File: config.mk
export PLATFORM = sky130hd
export DESIGN_NAME = tag_alloc_arbiter
export DESIGN_NICKNAME = d
export VERILOG_FILES = /design/src/rtl/tag_alloc_arbiter.sv
export SDC_FILE = /design/constraint.sdc
export NUM_CORES = 1
export LEC_CHECK = 0
export ABC_AREA = 0
export CAP_MARGIN = 5
export CORE_ASPECT_RATIO = 0.8
export CORE_MARGIN = 1.5
export CORE_UTILIZATION = 55
export CTS_BUF_LIST = sky130_fd_sc_hd__clkbuf_8
export CTS_CLUSTER_DIAMETER = 50
export DETAILED_ROUTE_END_ITERATION = 10
export PLACE_DENSITY = 0.92
export SLEW_MARGIN = 20
export SYNTH_ARGS = -nofsm -noshare
export SYNTH_HDL_FRONTEND = slang
export SYNTH_SLANG_ARGS = --single-unit
export TNS_END_PERCENT = 5
File: constraint.sdc
create_clock -name clk_i -period 10.4 [get_ports clk_i]
set_input_delay 1.56 -clock clk_i [delete_from_list [all_inputs] [get_ports clk_i]]
set_output_delay 1.56 -clock clk_i [all_outputs]
set_load 0.03 [all_outputs]
File: src/rtl/tag_alloc_arbiter.sv
// tag_alloc_arbiter: round-robin tag grants and free serialisation in front of a shared multi-output tag queue
module tag_alloc_arbiter #(
  parameter int NumReq         = 4,
  parameter int NumTags        = 8,
  parameter int NumTagOut      = 2,
  parameter int MaxOutstanding = 4,
  parameter int TagWidth       = $clog2(NumTags),
  parameter int ReqIdxWidth    = $clog2(NumReq),
  parameter int CntWidth       = $clog2(MaxOutstanding + 1)
) (
  input  logic                          clk_i,
  input  logic                          rst_ni,
  input  logic [NumReq-1:0]             req_valid_i,
  output logic [NumReq-1:0]             req_ready_o,
  output logic [NumReq*TagWidth-1:0]    req_tag_o,
  input  logic [NumReq-1:0]             free_valid_i,
  input  logic [NumReq*TagWidth-1:0]    free_tag_i,
  output logic [NumReq-1:0]             free_ready_o,
  input  logic [NumTagOut-1:0]          tq_valid_i,
  input  logic [NumTagOut*TagWidth-1:0] tq_tag_i,
  output logic [NumTagOut-1:0]          tq_get_o,
  output logic                          tq_free_o,
  output logic [TagWidth-1:0]           tq_tag_o,
  output logic [NumReq*CntWidth-1:0]    outstanding_o
);
  localparam int SlotWidth  = $clog2(NumTagOut + 1);
  localparam int NumSlotPad = 2 ** SlotWidth;

  logic [ReqIdxWidth-1:0] grant_ptr_q, grant_ptr_d, free_ptr_q, free_ptr_d;
  logic [NumReq-1:0][CntWidth-1:0] cnt_q, cnt_d;
  logic [NumTags-1:0][ReqIdxWidth-1:0] owner_q;
  logic [NumSlotPad-1:0][TagWidth-1:0] slot_tag;
  logic [NumSlotPad-1:0] slot_valid;
  logic [NumReq-1:0][TagWidth-1:0] grant_tag, free_tag;
  logic [NumReq-1:0] elig, grant, free_acc;
  logic [SlotWidth-1:0] n;
  logic [ReqIdxWidth-1:0] idx, fidx, free_idx;
  logic free_any;

  // Slot vectors are padded past NumTagOut with invalid entries so the pairing counter never indexes out of range
  assign slot_valid = NumSlotPad'(tq_valid_i);
  assign slot_tag = (NumSlotPad*TagWidth)'(tq_tag_i);
  assign free_tag = free_tag_i;

  for (genvar r = 0; r < NumReq; r++) begin : g_elig
    assign elig[r] = req_valid_i[r] && cnt_q[r] < CntWidth'(MaxOutstanding);
  end

  // Slots are taken contiguously from 0, so the pairing count alone fixes which slots are consumed
  for (genvar s = 0; s < NumTagOut; s++) begin : g_get
    assign tq_get_o[s] = n > SlotWidth'(s);
  end

  assign req_ready_o = grant;
  assign req_tag_o = grant_tag;
  assign free_ready_o = free_acc;
  assign tq_free_o = free_any;
  assign tq_tag_o = free_any ? free_tag[free_idx] : '0;
  assign outstanding_o = rst_ni ? cnt_q : '0;

  // Pair the n-th eligible requester (from grant_ptr_q) with slot n until the first invalid slot
  always_comb begin
    grant = '0;
    grant_tag = '0;
    grant_ptr_d = grant_ptr_q;
    n = '0;
    idx = '0;
    for (int k = 0; k < NumReq; k++) begin
      idx = ReqIdxWidth'((int'(grant_ptr_q) + k) % NumReq);
      if (rst_ni && elig[idx] && slot_valid[n]) begin
        grant[idx] = 1'b1;
        grant_tag[idx] = slot_tag[n];
        grant_ptr_d = ReqIdxWidth'((int'(idx) + 1) % NumReq);
        n = n + 1'b1;
      end
    end
  end

  // First valid free from free_ptr_q wins the single tag-queue free port
  always_comb begin
    free_acc = '0;
    free_any = 1'b0;
    free_idx = '0;
    free_ptr_d = free_ptr_q;
    fidx = '0;
    for (int k = 0; k < NumReq; k++) begin
      fidx = ReqIdxWidth'((int'(free_ptr_q) + k) % NumReq);
      if (rst_ni && !free_any && free_valid_i[fidx]) begin
        free_any = 1'b1;
        free_acc[fidx] = 1'b1;
        free_idx = fidx;
        free_ptr_d = ReqIdxWidth'((int'(fidx) + 1) % NumReq);
      end
    end
  end

  // Outstanding count per requester, saturating at both ends; grant plus free cancels out
  always_comb begin
    cnt_d = cnt_q;
    for (int r = 0; r < NumReq; r++)
      cnt_d[r] = (grant[r] && !free_acc[r] && cnt_q[r] != CntWidth'(MaxOutstanding)) ? cnt_q[r] + 1'b1 :
                 (!grant[r] && free_acc[r] && cnt_q[r] != '0) ? cnt_q[r] - 1'b1 : cnt_q[r];
  end

  // Pointers, counters and tag ownership
  always_ff @(posedge clk_i) begin
    if (!rst_ni) begin
      grant_ptr_q <= '0;
      free_ptr_q <= '0;
      cnt_q <= '0;
      owner_q <= '0;
    end else begin
      grant_ptr_q <= grant_ptr_d;
      free_ptr_q <= free_ptr_d;
      cnt_q <= cnt_d;
      for (int r = 0; r < NumReq; r++)
        if (grant[r]) owner_q[grant_tag[r]] <= ReqIdxWidth'(r);
    end
  end

`ifndef SYNTHESIS
  logic [NumReq-1:0] pend_q;
  logic [NumReq-1:0][TagWidth-1:0] pend_tag_q;

  // Protocol checks: free ownership, grant only on request, slot accounting, loser stability
  always_ff @(posedge clk_i) begin
    pend_q <= rst_ni ? (free_valid_i & ~free_acc) : '0;
    pend_tag_q <= free_tag;
    if (rst_ni) begin
      assert ((req_ready_o & ~req_valid_i) == '0);
      assert ($countones(tq_get_o) <= $countones(tq_valid_i));
      if (free_any) assert (owner_q[tq_tag_o] == free_idx && cnt_q[free_idx] != '0);
      for (int r = 0; r < NumReq; r++)
        if (pend_q[r]) assert (free_valid_i[r] && free_tag[r] == pend_tag_q[r]);
    end
  end
`endif
endmodule

* After elaboration in Yosys (flattened, before gate mapping)
Cells that the tools add are included.
Word-level totals: register bits 16, logic and storage cells 229, output and inout port bits 38, input port bits 30
Cells by class: mux-type cells 99, order comparisons 26, eq/ne operators 4, bitwise gates (word level) 7, reduce and logical (&&, ||, !) cells 64, add/sub/neg operators 23
Operator list (number):
- two-way mux 12 bit | 5
- two-way mux 3 bit | 17
- logical AND 1 bit | 43
- bitwise mux 12 bit | 3
- less-than comparator 2 x 3 -> 1 bit (second input constant) | 12
- two-way mux 4 bit | 8
- two-way mux 2 bit | 15
- binary-select mux 3 bit (select 2 bit) | 4
- demux 3 bit (select 2 bit) | 4
- two-way mux 1 bit | 24
- OR 4 bit | 6
- adder 2 x 1 -> 2 bit (second input constant) | 11
- binary-select mux 1 bit (select 2 bit) | 11
- demux 1 bit (select 2 bit) | 8
- greater-or-equal comparator 2 x 1 -> 1 bit (second input constant) | 8
- adder 3 x 1 -> 3 bit (second input constant) | 4
- bitwise AND 12 bit | 1
- less-than comparator 3 bit (second input constant) | 4
- != test 3 bit (second input constant) | 4
- nonzero test 3 bit | 4
- subtractor 3 x 1 -> 3 bit (second input constant) | 4
- zero test 1 bit | 11
- adder 2 bit (second input constant) | 4
- nonzero test 2 bit | 4
- 2 further kinds | 4

* Depth between registers and ports, before layout
Gate-level depths: netlist of the first run.
depth after elaboration 24, mapped depth 21, mapped depth without buffers 18

* Worst setup path before layout of the first run
No wires, ideal clock.
kind in2out, start input port req_valid_i[2], end output port req_tag_o[0], data arrival time 5109 ps, slack 3731 ps, stages on the path 14, data required time 8840 ps, cell sequence nor2b_1 > mux4_2 > a211oi_1 > inv_1 > ha_1 > clkbuf_1 > nand2_1 > a21o_1 > clkbuf_1 > nor2_1 > buf_2 > nand3_1 > a311o_1 > o22ai_1
Between the ends: longest elaborated chain between the ends 18, elaborated cells on any way between the ends 41, classes of those cells add/sub: 2; mux: 30; reduce/logical: 9
Ends and longest elaborated chain:
- from (decl) | line 13 | input logic [NumReq-1:0] req_valid_i,
- logical AND 1 bit (*) | line 46 | assign elig[r] = req_valid_i[r] && cnt_q[r] < CntWidth'(MaxOutstanding);
- binary-select mux 1 bit (select 2 bit) | line 70 | if (rst_ni && elig[idx] && slot_valid[n]) begin
- two-way mux 1 bit (implied by the code) | line 70
- logical AND 1 bit (2 in series) | line 70
- two-way mux 1 bit | line 70
- binary-select mux 1 bit (select 2 bit) | line 70
- two-way mux 1 bit (implied by the code) | line 70
- logical AND 1 bit | line 70
- two-way mux 2 bit | line 70
- binary-select mux 1 bit (select 2 bit) | line 70
- two-way mux 1 bit (implied by the code) | line 70
- logical AND 1 bit | line 70
- two-way mux 2 bit | line 70
- binary-select mux 3 bit (select 2 bit) or binary-select mux 1 bit (select 2 bit) (tied branches) | line 72, 70
- two-way mux 3 bit (implied by the code) or two-way mux 1 bit (tied branches) | line 72, 70
- bitwise mux 12 bit or logical AND 1 bit (tied branches) | line 72, 70
- two-way mux 12 bit (*) | line 70
- to (decl) | line 15 | output logic [NumReq*TagWidth-1:0] req_tag_o,
Mark *: on every way between the ends. The rest lies on a longest branch, timed or not. The select of a mux whose other input is x is not followed.

* Final worst setup path of the first run
start input port req_valid_i[2], end output port req_tag_o[8]
The elaborated chain is that of the path after synthesis.

==> impl_metrics.py, run 1 <==
metrics = {
    "power": {
        "seq_power_share": 0.137,
        "comb_power_share": 0.807,
        "finalPower_mw": 1.03,
        "internal-power_mw": 0.472,
        "power.density_nw_per_um2": 252,
        "ir_drop_v": 0.000119,
        "p_leak_nw": 1.58,
        "switching_share": 0.542,
        "clkPwrFrac": 0.056,
        "switchingPower_mw": 0.558,
    },
    "worst_setup_path": {
        "crit_fanout": 16,
        "crit_family": "compound AO/OA/AOI/OAI gates",
        "arrival_ns": 6.81,
        "cp_cell_sequence": "clkdlybuf4s50_1 -> nor2b_1 -> mux4_2 -> a211oi_1 -> inv_1 -> ha_1 -> nand2_1 -> a21o_1 -> nor2_1 -> a311oi_1 -> a311o_1 -> o22ai_1 -> clkdlybuf4s50_1",
        "r2r_end": "cnt_q[8]",
        "worstSetupPathType": "input port to primary output",
        "crit_path_frequent_cell": "clkdlybuf4s50_1",
        "r2r-start": "grant_ptr_q[0]",
        "critPathSlowestCell": "clkdlybuf4s50_1",
        "worstSetupStartpointType": "input port",
        "max_stage_delay_ns": 0.71,
        "crit_required_ns": 8.84,
        "reg2reg_slack_ns": 4.32,
        "critPathBufInv": 3,
        "critPathCaptureType": "primary output",
        "ff2ff_path_depth": 17,
    },
    "route": {
        "detail-route-antenna-nets": 0,
        "routed_wirelength_um": 10400,
        "wl_per_cell_um": 18.0,
        "drtIter0Drc": 392,
        "drt-pass1-iter-count": 5,
        "vias_per_cell": 6.67,
        "vias": 3841,
        "drc": 0,
    },
    "min_path": {
        "hold_path_class": "register to register",
        "whs_endpoint": "cnt_q[7]",
        "hold_path.startpoint": "cnt_q[7]",
        "hold_depth": 2,
    },
    "placed_design": {
        "hpwl_um": 7730,
        "dpl_cell_area_um2": 4030,
        "port_buffers": 67,
        "place_congestion": 0.987,
    },
    "clock_network": {
        "post_cts_resized": 0,
        "holdBufCountCts": 0,
        "cts.sinks": 16,
        "clkLatencyLatePin_ns": 0.25,
        "cts_buffer_depth": 2,
        "path_clk_slew_ns": 0.07,
        "ctsRootBufferMaster": "clkbuf_8",
        "post_cts_buffers": 0,
        "ctsHtreeMaxLevel": 1,
        "cts_buffers": 3,
        "cts_tree": "done",
    },
    "global_route": {
        "grt_pass1_wl_um": 16700,
        "antenna_found_initial": 0,
        "grt_max_degree": 34,
        "grt_pass1_vias": 3445,
        "grt.overflow.total": 0,
        "grtUsageTotal": 0.308,
    },
    "timing": {
        "fmaxAchievable_mhz": 119,
        "fin_tns_setup_ns": 0,
        "hold_violations": 0,
        "slew_headroom": 0.459,
        "rsz0062_at_grt": "false",
        "min_period_over_period": 0.805,
        "worst_pin_slew_ns": 0.808,
        "finClkSkew_ns": 0.00329,
        "maxSlewViolCount": 0,
        "setup_viol": 0,
        "min_period_ns": 8.37,
    },
    "synth": {
        "syn_area_per_cell_um2": 7.52,
        "netlist.area_leader.share": 0.101,
        "seq_area_frac_synth": 0.0956,
        "yosys_warnings": 0,
        "synth_cell_type_count": 59,
        "async_flop_share": 0,
        "synthTopCellsByArea": "mux4_2 (10%), dfxtp_1 (9.6%), nand2_1 (7.5%), ha_1 (6.0%), a221oi_1 (5.5%)",
        "synth-edff-count": 0,
        "synth-main-ff-cell": "dfxtp_1",
        "yosys.area.top_type": "mux4_2",
        "syn-num-nets": 496,
        "synth_area_um2": 3350,
        "synth-seq-cells": 16,
        "netlist_instances": 446,
    },
    "layout": {
        "multi_input_area_um2": 2810,
        "post-route-cell-area_um2": 4090,
        "diodes": 0,
        "seq_area_um2": 322,
        "drive_gt1_frac": 0.0990,
        "layout.nets": 546,
        "area_growth_pct": 21.9,
        "n_fill_cell": 491,
    },
    "die": {
        "die_h_um": 72.8,
        "std_cell_rows": 25,
        "dieArea_um2": 6570,
        "start_util": 0.567,
        "io_pins": 68,
        "die_w_um": 90.3,
        "core_area_um2": 5910,
    },
    "status": {
        "outcome": "finished, final reports clean",
    },
    "job": {
        "maxCapViolations": 0,
    },
}
## state kept, by name, summed over array words and instances (netlist names)
register,count
cnt_q,12
free_ptr_q,2
grant_ptr_q,2
## cells in the mapped netlist (all sizes together) (5+ instances only)
master / count
inv: 26
a21oi: 17
nor2: 36
or3: 5
a221oi: 22
mux2i: 7
mux2: 6
a221o: 6
a211oi: 14
nand3: 18
nand2b: 11
and2: 18
and3: 5
dfxtp: 16
nand2: 68
o211ai: 7
nor2b: 8
xnor2: 14
o21ai: 21
buf: 13
ha: 16
o22ai: 11
nor3b: 5
nor3: 6
clkbuf: 13
mux4: 15
## worst min-delay path, cell delays in order, from the launching register on
cell and delay (ns):
dfxtp_1 0.36, nand2_1 0.10, a221oi_1 0.07
## placed cells by master (no fill, tap or decap), drive strengths merged, types with 5 or more instances in the layout
master / instances
o22ai: 11
clkdlybuf4s50: 67
mux4: 15
a211oi: 14
dfxtp: 16
nand2b: 11
nor2: 36
xnor2: 14
o21ai: 21
mux2: 6
nand2: 68
a21oi: 17
nor3: 6
a221o: 6
nor2b: 8
a221oi: 22
or3: 5
nor3b: 5
inv: 26
o211ai: 7
nand3: 18
mux2i: 7
and2: 18
ha: 16
and3: 5
## metal layers
layer,part of all wire,track usage,up-vias
met4,0.014,0.0511,0
met3,0.12,0.0563,22
met1,0.42,0.429,1796
met5,0,0,-
met2,0.45,0.511,258
li1,-,-,1765
## power groups by stage
| stage | Clock, mW | Sequential [mW] | Combinational (mW) |
|---|---|---|---|
| after floorplan | 0 | 0.106 | 0.627 |
| after global placement | 0 | 0.137 | 0.782 |
| after detailed placement | 0 | 0.140 | 0.811 |
| after CTS | 0.0575 | 0.139 | 0.817 |
| after global routing | 0.0603 | 0.147 | 0.894 |
| final | 0.0576 | 0.141 | 0.831 |
## how the worst max path moves through the flow
| stage | startpoint | to | slack (ns) | depth (start not counted) |
|---|---|---|---|---|
| after floorplan | req_valid_i[2] | req_tag_o[0] | 3.73 | 14 |
| after global placement | req_valid_i[2] | req_tag_o[10] | 2.49 | 13 |
| after detailed placement | req_valid_i[1] | req_tag_o[8] | 2.24 | 13 |
| after CTS | req_valid_i[1] | req_tag_o[8] | 2.20 | 13 |
| after global routing | req_valid_i[2] | req_tag_o[0] | 1.77 | 13 |
| final | req_valid_i[2] | req_tag_o[8] | 2.03 | 13 |
## stage by stage
stage               hold slack (ns)  setup slack [ns]  std cells  utilization
floorplan                     0.525              3.73        446            -
global placement              0.552              2.49        572        0.682
detailed placement            0.562              2.24        572        0.682
CTS                           0.574              2.20        576        0.691
global route                  0.632              1.77        576        0.691
finish                        0.575              2.03        576        0.691
## area by class of cell
class | count | share of cell area
multi-input cells | 378 | 0.688
repair buffers | 71 | 0.171
flip-flops and latches | 16 | 0.0787
well taps | 81 | 0.0248
inverters | 26 | 0.0239
clock buffers | 4 | 0.0135
## cell families after synthesis
group,after synthesis,synth area share
adder cells (fa/ha/maj),20,0.0836
XOR/XNOR,14,0.0366
flip-flops,16,0.0956
AO/OA/AOI/OAI,129,0.301
multiplexers,28,0.142
buffers and inverters,52,0.0657
AND/OR/NAND/NOR,187,0.275
Power figures use the tool's default switching activity.
==> inputs of run 2 (changes only) <==
Settings changed: CORE_UTILIZATION 55 to 54, PLACE_DENSITY 0.92 to 0.9.
Clock period 10.4 ns to 8.4 ns, I/O delays scaled along.
==> run 2 against run 1 <==
Compared with the run above:
- final cell count unchanged
- critical path depth did not move
- clock skew down 0.00053 ns
- count of clock-buffer cells in the layout fell by 1
- largest cell class unchanged
- register-to-register slack lost 1.9 ns
- first-iteration DRC count fell by 8.4%
- critical endpoint is now req_tag_o[3]
==> impl_metrics.py, run 2 (same netlist as run 1, synthesis figures left out) <==
metrics = {
    "route": {
        "routed_wirelength_um": 9790,
        "vias": 3754,
        "detail-route-antenna-nets": 0,
        "drt-pass1-iter-count": 5,
        "wl_per_cell_um": 17.0,
        "drc": 0,
        "drtIter0Drc": 359,
        "vias_per_cell": 6.52,
    },
    "timing": {
        "slew_headroom": 0.517,
        "hold_violations": 0,
        "worst_pin_slew_ns": 0.722,
        "holdWs_ns": 0.574,
        "min_period_ns": 7.62,
        "finClkSkew_ns": 0.00276,
        "fin_tns_setup_ns": 0,
        "maxSlewViolCount": 0,
        "setup_viol": 0,
        "fmaxAchievable_mhz": 131,
        "rsz0062_at_grt": "false",
        "min_period_over_period": 0.907,
        "fin_ws_ns": 0.779,
    },
    "worst_setup_path": {
        "r2r-start": "grant_ptr_q[0]",
        "worstSetupStartpointType": "input port",
        "worstSetupPathType": "input port to primary output",
        "r2r_end": "cnt_q[8]",
        "reg2reg_slack_ns": 2.45,
        "crit_fanout": 16,
        "ff2ff_path_depth": 17,
        "crit_required_ns": 7.14,
        "critPathCaptureType": "primary output",
        "arrival_ns": 6.36,
    },
    "die": {
        "start_util": 0.564,
        "core_area_um2": 5940,
        "dieArea_um2": 6690,
        "std_cell_rows": 25,
        "die_w_um": 91.1,
        "die_h_um": 73.5,
        "io_pins": 68,
    },
    "power": {
        "ir_drop_v": 0.000171,
        "power.density_nw_per_um2": 308,
        "p_leak_nw": 1.57,
    },
    "clock_network": {
        "cts_buffer_depth": 2,
        "holdBufCountCts": 0,
        "cts_buffers": 3,
        "ctsRootBufferMaster": "clkbuf_8",
        "post_cts_buffers": 0,
        "cts.sinks": 16,
        "post_cts_resized": 0,
        "cts_tree": "done",
        "path_clk_slew_ns": 0.07,
        "ctsHtreeMaxLevel": 1,
        "clkLatencyLatePin_ns": 0.25,
    },
    "min_path": {
        "hold_path.startpoint": "cnt_q[7]",
        "hold_path_class": "register to register",
        "hold_depth": 2,
        "whs_endpoint": "cnt_q[7]",
    },
    "layout": {
        "regMostFlops": "cnt_q",
        "layout.nets": 547,
        "largest_register_ffs": 12,
        "diodes": 0,
        "drive_gt1_frac": 0.0970,
        "final_cell_mix": "nand2_1 (67), clkdlybuf4s50_1 (67), nor2_1 (36), inv_1 (23), a221oi_1 (21)",
        "area_growth_pct": 21.7,
        "reg.largest.list": "cnt_q x12, free_ptr_q x2, grant_ptr_q x2",
    },
    "global_route": {
        "antenna_found_initial": 0,
        "grtUsageTotal": 0.292,
        "grt_pass1_wl_um": 16100,
        "grt.overflow.total": 0,
        "grt_pass1_vias": 3395,
        "grt_max_degree": 34,
    },
    "placed_design": {
        "place_congestion": 0.970,
        "dpl_worst_slack_ns": 0.894,
        "hpwl_um": 7410,
        "port_buffers": 67,
    },
    "job": {
        "maxCapViolations": 0,
    },
    "status": {
        "outcome": "finished, final reports clean",
    },
}
## run 2: power breakdown
part	switching (mW)	leakage (nW)	internal [mW]	total, mW
registers	0.0503	0.131	0.105	0.155
clock network	0.0288	0.0216	0.0319	0.0607
logic	0.602	1.42	0.439	1.04
## run 2: layout make-up
class	count	area (µm²)
Clock buffer	3	41.3
Fill cell	495	1860
Inverter	26	97.6
Multi-Input combinational cell	378	2810
Sequential cell	16	320
Tap cell	81	101
Timing Repair Buffer	72	708
## run 2: metrics by stage
step	total power, mW	area (µm²)	cells	utilization
after floorplan	0.908	3350	446	-
after global placement	1.13	4040	573	0.680
after detailed placement	1.17	4040	573	0.680
after CTS	1.24	4080	576	0.687
after global routing	1.35	4080	576	0.687
final	1.26	4080	576	0.687
## run 2: worst max path at each step
| stage | start | endpoint | slack, ns | cells after the start |
|---|---|---|---|---|
| detailed placement | req_valid_i[2] | req_tag_o[3] | 0.89 | 13 |
| global placement | req_valid_i[2] | req_tag_o[3] | 1.15 | 13 |
| global route | req_valid_i[2] | req_tag_o[3] | 0.51 | 13 |
| CTS | req_valid_i[2] | req_tag_o[3] | 0.89 | 13 |
| finish | req_valid_i[2] | req_tag_o[3] | 0.78 | 13 |
| floorplan | req_valid_i[2] | req_tag_o[0] | 2.33 | 14 |
## run 2: critical path: stages
cell             delay (ns)
clkdlybuf4s50_1        0.41
nor2b_1                0.19
mux4_2                 0.55
a211oi_1               0.54
inv_1                  0.10
ha_1                   0.63
nand2_1                0.17
a21o_1                 0.33
nor2_1                 0.60
a311oi_1               0.20
a311o_1                0.44
o22ai_1                0.21
clkdlybuf4s50_1        0.72
## run 2: per-layer routing
layer / routed length (µm) / share of wire / global-route usage
met5: 0 / 0 / 0
met4: 93 / 0.0095 / 0.0434
met3: 1010 / 0.10 / 0.0694
met2: 4390 / 0.45 / 0.472
met1: 4290 / 0.44 / 0.407
